<file path="src/rtl/jtframe_multiwait_pkg.sv">
// ----------------------------------------------------------------------------
// jtframe_multiwait_pkg
//
// Shared definitions for the multi-CPU clock-enable wait generator.
//   chState_e : per-channel state (RUN / STALL / CATCHUP)
//   MISS_MAXW : widest miss counter the saturating helper supports
//   satInc()  : saturating increment of a counter that is 'width' bits wide
// ----------------------------------------------------------------------------
package jtframe_multiwait_pkg;

    typedef enum logic [1:0] {
        ST_RUN     = 2'd0,
        ST_STALL   = 2'd1,
        ST_CATCHUP = 2'd2
    } chState_e;

    localparam int MISS_MAXW = 16;

    // Counters narrower than MISS_MAXW are passed zero-extended. The result
    // never exceeds 2^width-1, so the caller can simply truncate it back.
    function automatic logic [MISS_MAXW-1:0] satInc(
        input logic [MISS_MAXW-1:0] value,
        input int unsigned          width
    );
        logic [MISS_MAXW-1:0] maxVal;
        maxVal = (MISS_MAXW'(1) << width) - MISS_MAXW'(1);
        if (value >= maxVal) begin
            return maxVal;
        end
        return value + MISS_MAXW'(1);
    endfunction

endpackage

</file>
<file path="src/rtl/jtframe_multiwait_ch.sv">
// ----------------------------------------------------------------------------
// jtframe_multiwait_ch
//
// One CPU channel of the wait generator. Gates the raw clock enable while
// the channel's ROM data is not ready or a shared device is busy, counts
// the enables that were swallowed, and later re-inserts them as extra
// enables in idle bus cycles.
//
// Ports
//   clk, rst_n  : clock, asynchronous active-low reset
//   start_i     : global run enable; low clears counters and blocks the CPU
//   cen_i       : raw clock enable for this CPU
//   rec_en_i    : bus idle, a recovery enable may be inserted
//   busy_i      : OR of all shared-device busy flags
//   rom_cs_i    : ROM chip select
//   rom_ok_i    : ROM data valid
//   cen_o       : registered gated / recovered clock enable
//   gate_o      : combinational run permission
//   stall_o     : registered, channel is in STALL
//   lost_o      : sticky, a miss happened with the counter saturated
// ----------------------------------------------------------------------------
module jtframe_multiwait_ch
    import jtframe_multiwait_pkg::*;
#(
    parameter int MISSW   = 4,
    parameter int RECOVER = 1,
    parameter int RECGAP  = 1
) (
    input  logic clk,
    input  logic rst_n,
    input  logic start_i,
    input  logic cen_i,
    input  logic rec_en_i,
    input  logic busy_i,
    input  logic rom_cs_i,
    input  logic rom_ok_i,
    output logic cen_o,
    output logic gate_o,
    output logic stall_o,
    output logic lost_o
);

    localparam int                GAPW       = (RECGAP > 1) ? $clog2(RECGAP) : 1;
    localparam logic [GAPW-1:0]   GAP_LOAD   = GAPW'((RECGAP > 1) ? (RECGAP - 1) : 0);
    localparam logic [MISSW-1:0]  MISS_MAX   = '1;
    localparam logic              RECOVER_EN = (RECOVER != 0);

    logic             last_cs_q;
    logic             locked_q;
    logic [MISSW-1:0] miss_q, miss_d;
    logic [GAPW-1:0]  gap_q,  gap_d;
    logic             lost_q, lost_d;
    logic             cen_q,  cen_d;
    chState_e         state_q, state_d;

    logic cs_rise;
    logic rom_bad;
    logic gate;
    logic missed;
    logic rec;

    // A fresh chip select always costs one cycle, even if rom_ok is already
    // high, because rom_ok may still reflect the previous address.
    assign cs_rise = rom_cs_i & ~last_cs_q;
    assign rom_bad = (rom_cs_i & ~rom_ok_i) | cs_rise;

    // locked_q stretches every stall by one cycle after the cause clears,
    // giving the CPU bus time to settle before it is clocked again.
    assign gate   = start_i & ~(rom_bad | busy_i | locked_q);
    assign missed = cen_i & ~gate;

    // Recovery only uses cycles without a real enable, so a real enable and
    // a recovered one never collide and the counter is never double-counted.
    assign rec = RECOVER_EN & start_i & (miss_q != '0) & ~cen_i & rec_en_i
               & gate & (gap_q == '0);

    // Miss counter, lost flag, gap counter and the next cen_out value.
    always_comb begin
        miss_d = miss_q;
        lost_d = lost_q;
        gap_d  = gap_q;
        cen_d  = 1'b0;
        if (!start_i) begin
            miss_d = '0;
            lost_d = 1'b0;
            gap_d  = '0;
        end else begin
            cen_d = (cen_i & gate) | rec;
            if (missed) begin
                if (miss_q == MISS_MAX) begin
                    lost_d = 1'b1;
                end else begin
                    miss_d = MISSW'(satInc(MISS_MAXW'(miss_q), MISSW));
                end
            end else if (rec) begin
                miss_d = miss_q - 1'b1;
            end
            // The gap only throttles recovery; real enables pass regardless.
            if (cen_d) begin
                gap_d = GAP_LOAD;
            end else if (gap_q != '0) begin
                gap_d = gap_q - 1'b1;
            end
        end
    end

    // Next-state logic. Decisions use the post-update miss count so that the
    // last recovery pulse drops the channel straight back to RUN.
    always_comb begin
        state_d = state_q;
        if (!start_i) begin
            state_d = ST_RUN;
        end else begin
            case (state_q)
                ST_RUN: begin
                    if (missed) begin
                        state_d = ST_STALL;
                    end
                end
                ST_STALL: begin
                    if (gate) begin
                        state_d = (miss_d != '0) ? ST_CATCHUP : ST_RUN;
                    end
                end
                ST_CATCHUP: begin
                    if (missed) begin
                        state_d = ST_STALL;
                    end else if (miss_d == '0) begin
                        state_d = ST_RUN;
                    end
                end
                default: begin
                    state_d = ST_RUN;
                end
            endcase
        end
    end

    always_ff @(posedge clk or negedge rst_n) begin
        if (!rst_n) begin
            last_cs_q <= 1'b1;
            locked_q  <= 1'b0;
            miss_q    <= '0;
            gap_q     <= '0;
            lost_q    <= 1'b0;
            cen_q     <= 1'b0;
            state_q   <= ST_RUN;
        end else begin
            last_cs_q <= rom_cs_i;
            locked_q  <= rom_bad | busy_i;
            miss_q    <= miss_d;
            gap_q     <= gap_d;
            lost_q    <= lost_d;
            cen_q     <= cen_d;
            state_q   <= state_d;
        end
    end

    assign cen_o   = cen_q;
    assign gate_o  = gate;
    assign stall_o = (state_q == ST_STALL);
    assign lost_o  = lost_q;

endmodule

</file>
<file path="src/rtl/jtframe_multiwait.sv">
// ----------------------------------------------------------------------------
// jtframe_multiwait
//
// N-channel clock-enable wait generator for cores with several CPUs that
// fetch ROM from SDRAM and share devices. Sits between the core's cen
// generator and the CPUs. Swallowed enables are re-inserted later so the
// average CPU speed is preserved.
//
// Parameters
//   CH      : number of CPU channels (1..8)
//   DEVCNT  : width of dev_busy
//   MISSW   : width of each missed-cycle counter (up to 16)
//   RECOVER : 0 disables recovery pulses
//   RECGAP  : minimum clk cycles between cen_out pulses of one channel
//
// Ports
//   clk, rst_n : clock, asynchronous active-low reset
//   start      : global run enable
//   cen_in     : raw clock enables, one per channel
//   rec_en     : per-channel bus idle, recovery allowed
//   dev_busy   : shared-device busy, any bit stalls every channel
//   rom_cs     : per-channel ROM chip select
//   rom_ok     : per-channel ROM data valid
//   cen_out    : registered gated / recovered enables
//   gate       : combinational run permission
//   stall      : registered, channel stalled
//   lost       : sticky lost-cycle overflow
// ----------------------------------------------------------------------------
module jtframe_multiwait
    import jtframe_multiwait_pkg::*;
#(
    parameter int CH      = 2,
    parameter int DEVCNT  = 2,
    parameter int MISSW   = 4,
    parameter int RECOVER = 1,
    parameter int RECGAP  = 1
) (
    input  logic              clk,
    input  logic              rst_n,
    input  logic              start,
    input  logic [CH-1:0]     cen_in,
    input  logic [CH-1:0]     rec_en,
    input  logic [DEVCNT-1:0] dev_busy,
    input  logic [CH-1:0]     rom_cs,
    input  logic [CH-1:0]     rom_ok,
    output logic [CH-1:0]     cen_out,
    output logic [CH-1:0]     gate,
    output logic [CH-1:0]     stall,
    output logic [CH-1:0]     lost
);

    // Any busy shared device holds every CPU in the same cycle.
    logic busy;
    assign busy = |dev_busy;

    for (genvar i = 0; i < CH; i++) begin : g_ch
        jtframe_multiwait_ch #(
            .MISSW   (MISSW),
            .RECOVER (RECOVER),
            .RECGAP  (RECGAP)
        ) u_ch (
            .clk      (clk),
            .rst_n    (rst_n),
            .start_i  (start),
            .cen_i    (cen_in[i]),
            .rec_en_i (rec_en[i]),
            .busy_i   (busy),
            .rom_cs_i (rom_cs[i]),
            .rom_ok_i (rom_ok[i]),
            .cen_o    (cen_out[i]),
            .gate_o   (gate[i]),
            .stall_o  (stall[i]),
            .lost_o   (lost[i])
        );
    end

endmodule

</file>
<file path="config.mk">
export PLATFORM = sky130hd
export DESIGN_NAME = jtframe_multiwait
export DESIGN_NICKNAME = d
export VERILOG_FILES = /design/src/rtl/jtframe_multiwait_pkg.sv /design/src/rtl/jtframe_multiwait_ch.sv /design/src/rtl/jtframe_multiwait.sv
export SDC_FILE = /design/constraint.sdc
export NUM_CORES = 1
export LEC_CHECK = 0
export ABC_AREA = 1
export BUFFER_PORTS_ARGS = -buffer_cell sky130_fd_sc_hd__buf_2
export CAP_MARGIN = 40
export CORE_MARGIN = 2
export CORE_UTILIZATION = 55
export CTS_CLUSTER_DIAMETER = 150
export DETAILED_ROUTE_END_ITERATION = 16
export GPL_ROUTABILITY_DRIVEN = 0
export MAX_ROUTING_LAYER = met4
export PLACE_DENSITY = 0.82
export SETUP_SLACK_MARGIN = 0.5
export SLEW_MARGIN = 20
export SYNTH_ARGS = -nofsm -noshare
export SYNTH_HDL_FRONTEND = slang
export SYNTH_SLANG_ARGS = --single-unit
</file>
<file path="constraint.sdc">
create_clock -name clk -period 2.1 [get_ports clk]
set_input_delay 0.105 -clock clk [delete_from_list [all_inputs] [get_ports clk]]
set_output_delay 0.105 -clock clk [all_outputs]
set_load 0.05 [all_outputs]
</file>
# [Word level (Yosys, flattened, before mapping)]
# Cells that the tools add are included.
[word_totals] register_bits=22 inputBits=13 output_inout_bits=8
[op_classes] addsub=6 magnitude_cmp=2 n_eq_ne=16 n_mux=48 n_bitwise=40 n_reduce_logical=13
[ops] op="$mux 4" n=12
[ops] op="$mux 2" n=12
[ops] op="$mux 1" n=22
[ops] op="$and 1x1->1" n=20
[ops] op="$reduce_bool 4->1" n=4
[ops] op="$not 1->1" n=12
[ops] op="$pmux 2 s3" n=2
[ops] op="$add 4x1->4 const B" n=2
[ops] op="$eq 4x4->1 const B" n=2
[ops] op="$ge 4x4->1 const B" n=2
[ops] op="$logic_not 4->1" n=2
[ops] op="$ne 2x1->1 const B" n=4
[ops] op="$ne 4x2->1 const B" n=2
[ops] op="$or 1x1->1" n=8
[ops] op="$sub 4x1->4 const B" n=2
[ops] op="$ne 3x2->1 const B" n=2
[ops] op="$ne 3x3->1 const B" n=2
[ops] op="$reduce_and 3->1" n=2
[ops] op="$eq 2x1->1 const B" n=2
[ops] op="$eq 2x2->1 const B" n=2
[ops] op="$logic_not 2->1" n=2
[ops] op="$reduce_and 2->1" n=2
[ops] op="$reduce_or 2->1" n=1
[ops] op="$sub 1x1->1 const B" n=2

# [Depth between registers and ports, before layout]
# Gate-level depths: netlist of run 1.
[logic_depth] depth_word=20 ltp_mapped=15 depth_no_buf=15

# [By module]
# From an unflattened synthesis of run 1, not the netlist that was laid out.
[unflattened] cells_unflattened=215 area_unflattened_um2=1590.3
[modules_own_cells] module="jtframe_multiwait_ch (g_ch[1].u_ch)" n_inst=1 cells_per_inst=104 area_per_inst_um2=802.0 seq_area_each_um2=251.5
[modules_own_cells] module="jtframe_multiwait_ch (g_ch[0].u_ch)" n_inst=1 cells_per_inst=108 area_per_inst_um2=777.0 seq_area_each_um2=251.5
[modules_own_cells] module="jtframe_multiwait" n_inst=1 cells_per_inst=3 area_per_inst_um2=11.3 seq_area_each_um2=0.0

# [Worst setup path after synthesis of run 1]
# OpenSTA, ideal clock, no wires.
[synth_timing] kind="reg2reg" from="register g_ch[1].u_ch.miss_q[0]" to="register g_ch[1].u_ch.state_q[0]" setup_ns=0.066 arrival_ns=1.511 required_ns=2.034 setup_slack_ns=0.523 path_stages_with_launch=15 n_path_buf=0 synth_period_minus_slack_ns=1.577 path_cell_list="dfrtp_1 -> inv_1 -> ha_1 -> nand2_1 -> nand2_1 -> inv_1 -> nand2_2 -> nand2_1 -> nor2_1 -> nor2_2 -> nor2_2 -> nand2_1 -> nand2_1 -> nand3_1 -> nand2_1"
[synth_via] elab_chain_cells=12 elab_cells_between_ends=22 cone_classes="add/sub (2); order compare (1); eq/ne (2); mux (9); bitwise (5); reduce/logical (3)"
[synth_rtl] element="from (decl)" line_no="jtframe_multiwait_ch.sv:50" rtl="logic [MISSW-1:0] miss_q, miss_d;"
[synth_rtl] element="from (signal assigned)" line_no="jtframe_multiwait_ch.sv:151" rtl="miss_q <= miss_d;"
[synth_rtl] element="$ge 4x4->1 / $reduce_bool 4->1 (equally long branches)" line_no="jtframe_multiwait_pkg.sv:27, jtframe_multiwait_ch.sv:74"
[synth_rtl] element="$mux 1 / $and 1x1->1 (equally long branches)" line_no="jtframe_multiwait_pkg.sv:27, jtframe_multiwait_ch.sv:74"
[synth_rtl] element="$mux 1 / $and 1x1->1 (equally long branches)" line_no="jtframe_multiwait_ch.sv:90, jtframe_multiwait_ch.sv:74"
[synth_rtl] element="$mux 1 / $and 1x1->1 (equally long branches)" line_no="jtframe_multiwait_ch.sv:89, jtframe_multiwait_ch.sv:74"
[synth_rtl] element="$mux 1 / $and 1x1->1 (equally long branches)" line_no="jtframe_multiwait_ch.sv:83, jtframe_multiwait_ch.sv:75"
[synth_rtl] element="$mux 4 / $and 1x1->1 (equally long branches)" line_no="jtframe_multiwait_pkg.sv:30, jtframe_multiwait_ch.sv:75"
[synth_rtl] element="$mux 4 (on tied branches)" line_no="jtframe_multiwait_ch.sv:90, jtframe_multiwait_ch.sv:95"
[synth_rtl] element="$mux 4 *" line_no="jtframe_multiwait_ch.sv:89" rtl="if (missed) begin"
[synth_rtl] element="$mux 4 *" line_no="jtframe_multiwait_ch.sv:83" rtl="if (!start_i) begin"
[synth_rtl] element="via g_ch[1].u_ch.miss_d[1]" line_no="jtframe_multiwait_ch.sv:50"
[synth_rtl] element="$logic_not 4->1 *" line_no="jtframe_multiwait_ch.sv:128" rtl="end else if (miss_d == '0) begin"
[synth_rtl] element="$ne 4x2->1 (no source line) *"
[synth_rtl] element="$reduce_and 3->1 (no source line) *"
[synth_rtl] element="to (signal assigned)" line_no="jtframe_multiwait_ch.sv:155" rtl="state_q <= state_d;"
[synth_rtl] element="to (decl)" line_no="jtframe_multiwait_ch.sv:54" rtl="chState_e state_q, state_d;"
# Mark *: on every way through the listed nets, which the timed path passes. The rest lies on a longest branch. The select of a mux whose other input is x is not followed.
# A chain may end at the register's enable or synchronous reset.

# [Final worst setup path of run 1]
[layout_timing] from="register g_ch[1].u_ch.miss_q[1]" to="register g_ch[1].u_ch.state_q[1]"
[layout_via] elab_chain_cells=14 elab_cells_between_ends=27 cone_classes="add/sub (2); order compare (1); eq/ne (2); mux (13); bitwise (5); reduce/logical (4)"
[layout_rtl] element="$ge 4x4->1 / $reduce_bool 4->1 (equally long branches)" line_no="jtframe_multiwait_pkg.sv:27, jtframe_multiwait_ch.sv:74"
[layout_rtl] element="$mux 1 / $and 1x1->1 (equally long branches)" line_no="jtframe_multiwait_pkg.sv:27, jtframe_multiwait_ch.sv:74"
[layout_rtl] element="$mux 1 / $and 1x1->1 (equally long branches)" line_no="jtframe_multiwait_ch.sv:90, jtframe_multiwait_ch.sv:74"
[layout_rtl] element="$mux 1 / $and 1x1->1 (equally long branches)" line_no="jtframe_multiwait_ch.sv:89, jtframe_multiwait_ch.sv:74"
[layout_rtl] element="$mux 1 / $and 1x1->1 (equally long branches)" line_no="jtframe_multiwait_ch.sv:83, jtframe_multiwait_ch.sv:75"
[layout_rtl] element="$mux 4 / $and 1x1->1 (equally long branches)" line_no="jtframe_multiwait_pkg.sv:30, jtframe_multiwait_ch.sv:75"
[layout_rtl] element="$mux 4 (on tied branches)" line_no="jtframe_multiwait_ch.sv:90, jtframe_multiwait_ch.sv:95"
[layout_rtl] element="$mux 4 *" line_no="jtframe_multiwait_ch.sv:89"
[layout_rtl] element="$mux 4 *" line_no="jtframe_multiwait_ch.sv:83"
[layout_rtl] element="via g_ch[1].u_ch.miss_d[1]" line_no="jtframe_multiwait_ch.sv:50"
[layout_rtl] element="$reduce_bool 4->1" line_no="jtframe_multiwait_ch.sv:122" rtl="state_d = (miss_d != '0) ? ST_CATCHUP : ST_RUN;"
[layout_rtl] element="$mux 2" line_no="jtframe_multiwait_ch.sv:122"
[layout_rtl] element="$mux 2" line_no="jtframe_multiwait_ch.sv:121" rtl="if (gate) begin"
[layout_rtl] element="$pmux 2 s3" line_no="jtframe_multiwait_ch.sv:114" rtl="case (state_q)"
[layout_rtl] element="$mux 2" line_no="jtframe_multiwait_ch.sv:111" rtl="if (!start_i) begin"
# Marks and branches as above.

==> results of run 1 <==
## cell type report
type                            instances  area share (%)
Timing Repair Buffer                   38            13.8
Multi-Input combinational cell        144            47.6
Clock buffer                            3            1.23
Clock inverter                          1            1.64
Inverter                               30            6.16
Tap cell                               30            2.05
Sequential cell                        20            27.5
## path summary, 6_finish.rpt
kind                       cells past startpoint                                   to  slack, ns                              from
min reg2reg                                    1      g_ch[1].u_ch.lost_o$_DFFE_PN0P_       0.50   g_ch[1].u_ch.lost_o$_DFFE_PN0P_
max reg2reg                                   10  g_ch[1].u_ch.state_q[1]$_DFFE_PN0P_       0.37  g_ch[1].u_ch.miss_q[1]$_DFF_PN0_
max in group asynchronous                      2     g_ch[1].u_ch.last_cs_q$_DFF_PN1_       1.50                             rst_n
max                                           10  g_ch[1].u_ch.state_q[1]$_DFFE_PN0P_       0.37  g_ch[1].u_ch.miss_q[1]$_DFF_PN0_
min in group asynchronous                      2     g_ch[1].u_ch.miss_q[3]$_DFF_PN0_       0.27                             rst_n
min                                            3      g_ch[0].u_ch.locked_q$_DFF_PN0_       0.08                       dev_busy[0]
## power groups by stage
stage | combinational, mW | sequential (mW) | clock [mW]
detailed placement | 0.380 | 0.471 | 0
floorplan | 0.335 | 0.460 | 0
CTS | 0.423 | 0.464 | 0.319
global route | 0.516 | 0.474 | 0.347
global placement | 0.378 | 0.471 | 0
finish | 0.459 | 0.467 | 0.317
## per-layer routing
| metal | vias to the layer above | global-route usage, % | wire length (microns) |
|---|---|---|---|
| li1 | 697 | - | - |
| met1 | 623 | 28.7 | 1370 |
| met2 | 56 | 37.9 | 1670 |
| met3 | 4 | 3.98 | 203 |
| met4 | 0 | 3.48 | 22 |
| met5 | - | - | 0 |
## state kept, by name, summed over array words and instances (netlist names)
signal,cells
g_ch.u_ch.state_q,4
g_ch.u_ch.miss_q,8
g_ch.u_ch.lost_o,2
g_ch.u_ch.locked_q,2
g_ch.u_ch.last_cs_q,2
g_ch.u_ch.cen_o,2
## synthesized netlist by cell type, types with 2 or more instances
master	number	area share, %
nand4_1	4	1.7
o21a_1	2	1.0
xnor2_1	2	1.2
dfrtp_1	18	31
nand3_1	20	6.9
nor2_4	5	3.9
inv_2	3	0.78
nor2_1	20	5.2
nor2_2	4	1.7
ha_1	4	3.4
nand2_2	3	1.3
nand2_1	60	16
dfstp_2	2	3.6
xor2_1	3	1.8
inv_1	26	6.7
buf_2	2	0.69
nand3_4	2	2.4
o21ai_0	2	0.69
a21oi_1	5	1.7
o21ai_1	3	1.0
buf_4	8	4.1
## worst min-delay path, stage by stage
cell     delay, ns
buf_2         0.10
nor2_4        0.05
nand2_2       0.09
## metrics by stage
step / power [mW] / hold slack, ns / cells
6_report: 1.24 / 0.0763 / 266
3_5_place_dp: 0.851 / 0.0844 / 245
4_1_cts: 1.21 / 0.0798 / 261
2_1_floorplan: 0.795 / -0.191 / 205
3_3_place_gp: 0.849 / 0.0861 / 245
5_1_grt: 1.34 / 0.0638 / 266
## kinds of logic (layout without fill, tap and decap cells)
family,count (synthesis),count (layout),synth area share [%]
flops,20,20,34.6
fa+ha+maj,4,4,3.45
compound gates,15,15,6.46
xor+xnor,5,5,3.02
buf+inv,41,72,12.8
simple gates,120,120,39.6
## what timing repair did
item / CTS / global route
pin swaps: 9 / 15
setup endpoints to repair: 6 / 7
hold buffers: 3 / 0
setup buffers: 9 / 5
resized for setup: 19 / 22
endpoints found under the hold margin: 20 / 0
==> impl_metrics.yaml, run 1 <==
clock_tree:
  htreeDepth: 1
  clockBufferDepth: 2
  clock_sink_count: 20
  cts_tree: "yes"
  path_clk_slew_ns: 0.13
  insertion_delay_ns: 0.30
  cts_buffers: 3
  clockRootBuffer: "clkbuf_4"
synthesis:
  async_flop_share_pct: 100
  yosys_warnings: 0
  synth_edf_count: 0
  syn_area_sq_um: 1450
  synth_cells: 205
  ys_ff_latch: 20
  synth.avg_cell_area_sq_um: 7.09
  ys_seq_area_share_pct: 34.6
  synthFlopType: "dfrtp_1"
  synth.distinct_cells: 28
  synth_nets: 222
grt:
  grt_pass1_vias: 1282
  grt_pass1_wl_microns: 5520
  overflow: 0
  grt_antenna_before_repair: 0
  grt_max_degree: 21
  grt_use_total_pct: 22.4
setup_path:
  cpMostUsedCell: "buf_4"
  cp.arrival_ns: 1.96
  cp_max_fo: 3
  crit_buf_inv: 3
  cp_slowest_cell: "dfrtp_1"
  crit_path_max_incr_delay_ns: 0.38
  startpoint_type: "flip-flop"
  crit_chain: "buf_4, ha_2, nand3_2, buf_4, nand4_1, nand3_1, nor2_2, nor2_2, buf_4, a21oi_1"
  path_class: "flip-flop to flip-flop"
  critPathCaptureType: "flip-flop"
  required_ns: 2.32
  crit_family: "simple AND/OR/NAND/NOR gates"
floorplanning:
  die_x_microns: 55.4
  initial_core_util_pct: 58.1
  die_h_microns: 55.4
  coreArea_sq_um: 2500
  ios: 21
  core.rowCount: 18
  dieArea_sq_um: 3070
pwr:
  p_per_area_nw_per_um2: 680
  p_clk_share_pct: 25.5
  pwr-share-seq_pct: 37.6
  worst_ir_drop_vdd_uv: 755
  switchingPower_uw: 456
  comb_power_share_pct: 37.0
  leakage_nw: 0.972
  switching_share_pct: 36.7
  internal-power_uw: 787
timing:
  maxSlewHeadroom_pct: 69.8
  period_share_pct: 82.6
  finalSetupTns_ns: 0
  worst_slack_ns: 0.365
  fmax_ghz: 0.576
  period_minus_slack_ns: 1.73
  rsz0062_at_grt: "yes"
  tightest_slew_ns: 0.453
  setup-violations-final: 0
  hold_violations: 0
  finClkSkew_ns: 0.0109
  slew_violations: 0
route:
  drcViolationCount: 0
  initialDrtViolationCount: 55
  drt-total-wl_microns: 3270
  via_per_inst: 5.19
  drt-wirelength-per-cell_microns: 12.3
  postRouteAntennaNets: 0
  dr_total_vias: 1380
  drtPass1Iterations: 4
cells_and_area:
  regArea_sq_um: 503
  fin_nets: 254
  num_antenna_cells: 0
  multi_input_area_sq_um: 871
  layout_commonest_cell: "nand2_1"
  mostFrequentLayoutCells: "48 x nand2_1, 22 x inv_1, 18 x nand3_1, 18 x dfrtp_1, 18 x buf_2"
  stdcell_area_sq_um: 1830
  fin_util_pct: 73.1
  fillers: 196
  area_growth_pct: 25.8
  drive_above_1_share_pct: 38.1
placement:
  dp_hpwl_microns: 2050
  dpl_cell_area_sq_um: 1520
  numPortBuffers: 20
  post-place-ws_ns: 0.358
hold_path:
  hold_path.class: "primary input to flip-flop"
flow_run:
  drv_cap: 0
outcome:
  status: "complete, no violations"
Note: power is estimated with default switching activity, not from simulation.
==> run 2, diff against run 1 <==
--- a/config.mk
+++ b/config.mk
@@ -5,7 +5,7 @@
 export SDC_FILE = /design/constraint.sdc
 export NUM_CORES = 1
 export LEC_CHECK = 0
-export ABC_AREA = 1
+export ABC_AREA = 0
 export BUFFER_PORTS_ARGS = -buffer_cell sky130_fd_sc_hd__buf_2
 export CAP_MARGIN = 40
 export CORE_MARGIN = 2
@@ -14,7 +14,7 @@
 export DETAILED_ROUTE_END_ITERATION = 16
 export GPL_ROUTABILITY_DRIVEN = 0
 export MAX_ROUTING_LAYER = met4
-export PLACE_DENSITY = 0.82
+export PLACE_DENSITY = 0.83
 export SETUP_SLACK_MARGIN = 0.5
 export SLEW_MARGIN = 20
 export SYNTH_ARGS = -nofsm -noshare
==> constraint.sdc (replaced) <==
create_clock -name clk -period 1.6 [get_ports clk]
set_input_delay 0.08 -clock clk [delete_from_list [all_inputs] [get_ports clk]]
set_output_delay 0.08 -clock clk [all_outputs]
set_load 0.05 [all_outputs]
==> run 2 against run 1 <==
- the run now fails in 5_1_grt
- synthesized cell count fell by 29%
- area after synthesis fell by 7.0%
==> impl_metrics.yaml, run 2 <==
synthesis:
  synth_largest_area_cell: "dfrtp_1"
  synthFlopType: "dfrtp_1"
  yosys.area_share.adder_pct: 3.70
  synth.top_cell.area_share_pct: 33.3
  synth_edf_count: 0
  synth.most_common_cell: "dfrtp_1"
  ys_ff_latch: 20
  yosys_warnings: 0
  synth.distinct_cells: 49
  synthTopCellsByCount: "18 x dfrtp_1, 17 x nor2_1, 13 x inv_1, 8 x buf_4"
  synth.avg_cell_area_sq_um: 9.32
  yosys.area_share.simple_pct: 26.3
  synth-compound-area-share_pct: 21.3
  synth_top_family_by_area: "simple AND/OR/NAND/NOR gates"
  synth_nets: 162
  async_flop_share_pct: 100
  ys_seq_area_share_pct: 37.2
  synth.area.top_cells: "dfrtp_1 33%, nor2_1 4.7%, buf_4 4.4%, dfstp_2 3.9%, ha_1 3.7%"
  synthXorXnorAreaFrac_pct: 1.30
  synthMuxAreaShare_pct: 1.85
  synth_cells: 145
  syn_area_sq_um: 1350
clock_tree:
  cts_buffers: 3
  clockBufferDepth: 2
  clock_sink_count: 20
  clockRootBuffer: "clkbuf_4"
  htreeDepth: 1
outcome:
  status: "aborted with a tool error"
  tool.error: "[ERROR DPL-0038] Utilization greater than 100%, impossible to legalize"
  haltStage: "5_1_grt"
placement:
  numPortBuffers: 20
  dpl_cell_area_sq_um: 1820
  dp_hpwl_microns: 3160
timing:
  worstEndpointType: "register input"
  crit_endpoint: "g_ch[1].u_ch.state_q[1]$_DFFE_PN0P_/D"
floorplanning:
  core.rowCount: 17
  ios: 21
  die_x_microns: 53.6
  die_h_microns: 53.6
  initial_core_util_pct: 59.4
grt:
  grt_max_degree: 21
run 2: metrics by stage:
stage	std cells	util, %	hold WS (ns)	worst slack [ns]	setup TNS, ns
floorplan	145	-	-0.216	-0.416	-1.16
global placement	226	80.2	0.0446	-0.423	-1.43
detailed placement	226	80.2	0.0592	-0.497	-2.04
CTS	246	94.2	0.115	-0.495	-2.41
run 2: logic make-up after synthesis:
family                   after synthesis
AND/OR/NAND/NOR                       59
AO/OA/AOI/OAI                         36
buffers and inverters                 22
flip-flops                            20
adder cells (fa/ha/maj)                4
XOR/XNOR                               2
multiplexers                           2
run 2: timing repair:
action	CTS
gates cloned	0
buffers inserted	13
hold endpoints to repair	20
pin swaps	12
endpoints found under the setup margin	20
hold buffers	3
gates resized for setup	37
==> run 3, diff against run 2 <==
--- a/config.mk
+++ b/config.mk
@@ -8,14 +8,11 @@
 export ABC_AREA = 0
 export BUFFER_PORTS_ARGS = -buffer_cell sky130_fd_sc_hd__buf_2
 export CAP_MARGIN = 40
-export CORE_MARGIN = 2
-export CORE_UTILIZATION = 55
-export CTS_CLUSTER_DIAMETER = 150
+export CORE_AREA = 2 2 63 65
 export DETAILED_ROUTE_END_ITERATION = 16
+export DIE_AREA = 0 0 65 67
 export GPL_ROUTABILITY_DRIVEN = 0
-export MAX_ROUTING_LAYER = met4
-export PLACE_DENSITY = 0.83
-export SETUP_SLACK_MARGIN = 0.5
+export PLACE_DENSITY_LB_ADDON = 0.15
 export SLEW_MARGIN = 20
 export SYNTH_ARGS = -nofsm -noshare
 export SYNTH_HDL_FRONTEND = slang
==> run 3 against run 2 <==
- the flow now finishes, with violations (setup timing)
- synthesized cell count is the same
- area after synthesis unchanged
==> impl_metrics.yaml, run 3 <==
outcome:
  status: "complete, but fails checks"
  violations: "setup timing"
setup_path:
  cp.arrival_ns: 2.15
  startpoint_type: "flip-flop"
  cp_slowest_cell: "dfrtp_1"
  crit_path_max_incr_delay_ns: 0.39
  cp_max_fo: 3
  required_ns: 1.75
  crit_buf_inv: 1
  r2r_start: "g_ch[1].u_ch.locked_q$_DFF_PN0_"
  path_class: "flip-flop to flip-flop"
  crit_family: "compound AO/OA/AOI/OAI gates"
  r2r_slack_ns: -0.40
  crit_chain: "buf_6, nor4b_4, o2111a_2, o21ba_4, mux2_4, o41a_1"
  critPathCaptureType: "flip-flop"
  ff2ff_path_depth: 6
  r2r_end: "g_ch[1].u_ch.state_q[1]$_DFFE_PN0P_"
timing:
  hold_violations: 0
  finalSetupTns_ns: -1.73
  hold_ws_ns: 0.124
  tightest_slew_ns: 0.466
  period_share_pct: 125
  maxSlewHeadroom_pct: 68.9
  worst_slack_ns: -0.396
  rsz0062_at_grt: "yes"
  fmax_ghz: 0.501
  setup-violations-final: 11
  period_minus_slack_ns: 2.00
  slew_violations: 0
  finClkSkew_ns: 0.00732
synthesis:
  ys_seq_area_share_pct: 37.2
  synth_cells: 145
  synth.most_common_cell: "dfrtp_1"
  synthTopCellsByCount: "18 x dfrtp_1, 17 x nor2_1, 13 x inv_1, 8 x buf_4"
  synth.distinct_cells: 49
  yosys.area_share.adder_pct: 3.70
  yosys.area_share.simple_pct: 26.3
  synthMuxAreaShare_pct: 1.85
  synth_nets: 162
  yosys_warnings: 0
  synth_edf_count: 0
  synth_top_family_by_area: "simple AND/OR/NAND/NOR gates"
  synth-compound-area-share_pct: 21.3
  syn_area_sq_um: 1350
  synthXorXnorAreaFrac_pct: 1.30
  synth_largest_area_cell: "dfrtp_1"
  synth.top_cell.area_share_pct: 33.3
  synth.avg_cell_area_sq_um: 9.32
  ys_ff_latch: 20
  async_flop_share_pct: 100
  synthFlopType: "dfrtp_1"
  synth.area.top_cells: "dfrtp_1 33%, nor2_1 4.7%, buf_4 4.4%, dfstp_2 3.9%, ha_1 3.7%"
floorplanning:
  die_h_microns: 67
  dieArea_sq_um: 4360
  initial_core_util_pct: 37.5
  core.rowCount: 22
  ios: 21
  die_x_microns: 65
  coreArea_sq_um: 3610
cells_and_area:
  area_growth_pct: 66.7
  largest_reg_flops: 8
  layout_commonest_cell: "buf_4"
  fin_util_pct: 62.5
  drive_above_1_share_pct: 57.4
  top_register: "g_ch.u_ch.miss_q"
  top_regs: "g_ch.u_ch.miss_q (8), g_ch.u_ch.state_q (4)"
  fin_cells: 271
  num_antenna_cells: 0
  fillers: 297
  mostFrequentLayoutCells: "54 x buf_4, 18 x dfrtp_1, 18 x buf_2"
  fin_nets: 241
clock_tree:
  clockRootBuffer: "clkbuf_8"
  clockBufferDepth: 2
  htreeDepth: 1
  cts_tree: "yes"
  path_clk_slew_ns: 0.08
  clock_sink_count: 20
  insertion_delay_ns: 0.26
  cts_buffers: 3
route:
  drtPass1Iterations: 4
  dr_total_vias: 1421
  drcViolationCount: 0
  initialDrtViolationCount: 52
  postRouteAntennaNets: 0
  drt-total-wl_microns: 4140
  via_per_inst: 5.24
  drt-wirelength-per-cell_microns: 15.3
placement:
  numPortBuffers: 20
  placedCellCount: 244
  post-place-ws_ns: -0.443
  dp_hpwl_microns: 2780
grt:
  overflow: 0
  grt_pass1_vias: 1454
  grt_antenna_before_repair: 0
  grt_max_degree: 21
  grt_pass1_wl_microns: 6570
  grt_use_total_pct: 19.7
hold_path:
  min_from: "start"
  holdPathEnd: "g_ch[1].u_ch.miss_q[3]$_DFF_PN0_"
  hold_depth: 2
  hold_path.class: "primary input to flip-flop"
pwr:
  worst_ir_drop_vdd_uv: 336
  leakage_nw: 1.06
  p_per_area_nw_per_um2: 693
flow_run:
  drv_cap: 0
## run 3: cell counts after synthesis
Identical to the previous run, type by type.
## run 3: power breakdown
part / leakage, nW / switching [mW] / internal (mW)
logic: 0.770 / 0.245 / 0.252
registers: 0.257 / 0.0193 / 0.532
clock network: 0.0357 / 0.179 / 0.334
total: 1.06 / 0.443 / 1.12
## run 3: worst max path at each step
stage | depth (start not counted) | endpoint | from
final | 6 | g_ch[1].u_ch.state_q[1]$_DFFE_PN0P_ | g_ch[1].u_ch.locked_q$_DFF_PN0_
after global routing | 6 | g_ch[1].u_ch.state_q[1]$_DFFE_PN0P_ | g_ch[1].u_ch.locked_q$_DFF_PN0_
after CTS | 5 | g_ch[1].u_ch.state_q[1]$_DFFE_PN0P_ | g_ch[1].u_ch.locked_q$_DFF_PN0_
after detailed placement | 5 | g_ch[1].u_ch.state_q[1]$_DFFE_PN0P_ | g_ch[1].u_ch.locked_q$_DFF_PN0_
after global placement | 5 | g_ch[1].u_ch.state_q[1]$_DFFE_PN0P_ | g_ch[1].u_ch.locked_q$_DFF_PN0_
after floorplan | 5 | g_ch[1].u_ch.state_q[1]$_DFFE_PN0P_ | g_ch[1].u_ch.locked_q$_DFF_PN0_
## run 3: metrics by stage
| stage | total power [mW] | area (sq um) |
|---|---|---|
| floorplan | 0.751 | 1380 |
| global placement | 0.900 | 1780 |
| detailed placement | 0.911 | 1780 |
| CTS | 1.51 | 2100 |
| global route | 1.64 | 2250 |
| finish | 1.56 | 2250 |
## run 3: cell type report
| type | count | area (sq um) | area share [%] |
|---|---|---|---|
| Inverter | 13 | 51.3 | 2.28 |
| Clock buffer | 3 | 41.3 | 1.83 |
| Clock inverter | 1 | 30.0 | 1.33 |
| Sequential cell | 20 | 503 | 22.3 |
| Tap cell | 48 | 60.1 | 2.67 |
| Multi-Input combinational cell | 103 | 943 | 41.9 |
| Timing Repair Buffer | 83 | 623 | 27.7 |
## run 3: worst reg2reg max path, stage by stage (launching register included)
cell and delay (ns):
dfrtp_1 0.39, buf_6 0.13, nor4b_4 0.30, o2111a_2 0.26
o21ba_4 0.16, mux2_4 0.30, o41a_1 0.36
## run 3: what timing repair did
| action | 4_1_cts | 5_1_grt |
|---|---|---|
| hold endpoints to repair | 20 | 0 |
| hold buffers | 3 | 0 |
| endpoints found under the setup margin | 12 | 13 |
| buffers inserted | 11 | 9 |
| pin swaps | 11 | 12 |
| resized for setup | 35 | 17 |
## run 3: cells by family (layout without fill, tap and decap cells)
family	after synthesis	after routing
buf+inv	22	100
compound gates	36	36
simple gates	59	59
fa+ha+maj	4	4
xor+xnor	2	2
mux	2	2
flops	20	20
## run 3: layer usage
metal  vias up  GRT usage, %  share of wire [%]  wire, microns
met5         -             0                  0              0
met4         0          7.71                2.1             85
met3         9          2.36                3.1            128
met2        35          39.0                 56           2310
met1       692          21.0                 39           1610
li1        685             -                  -              -
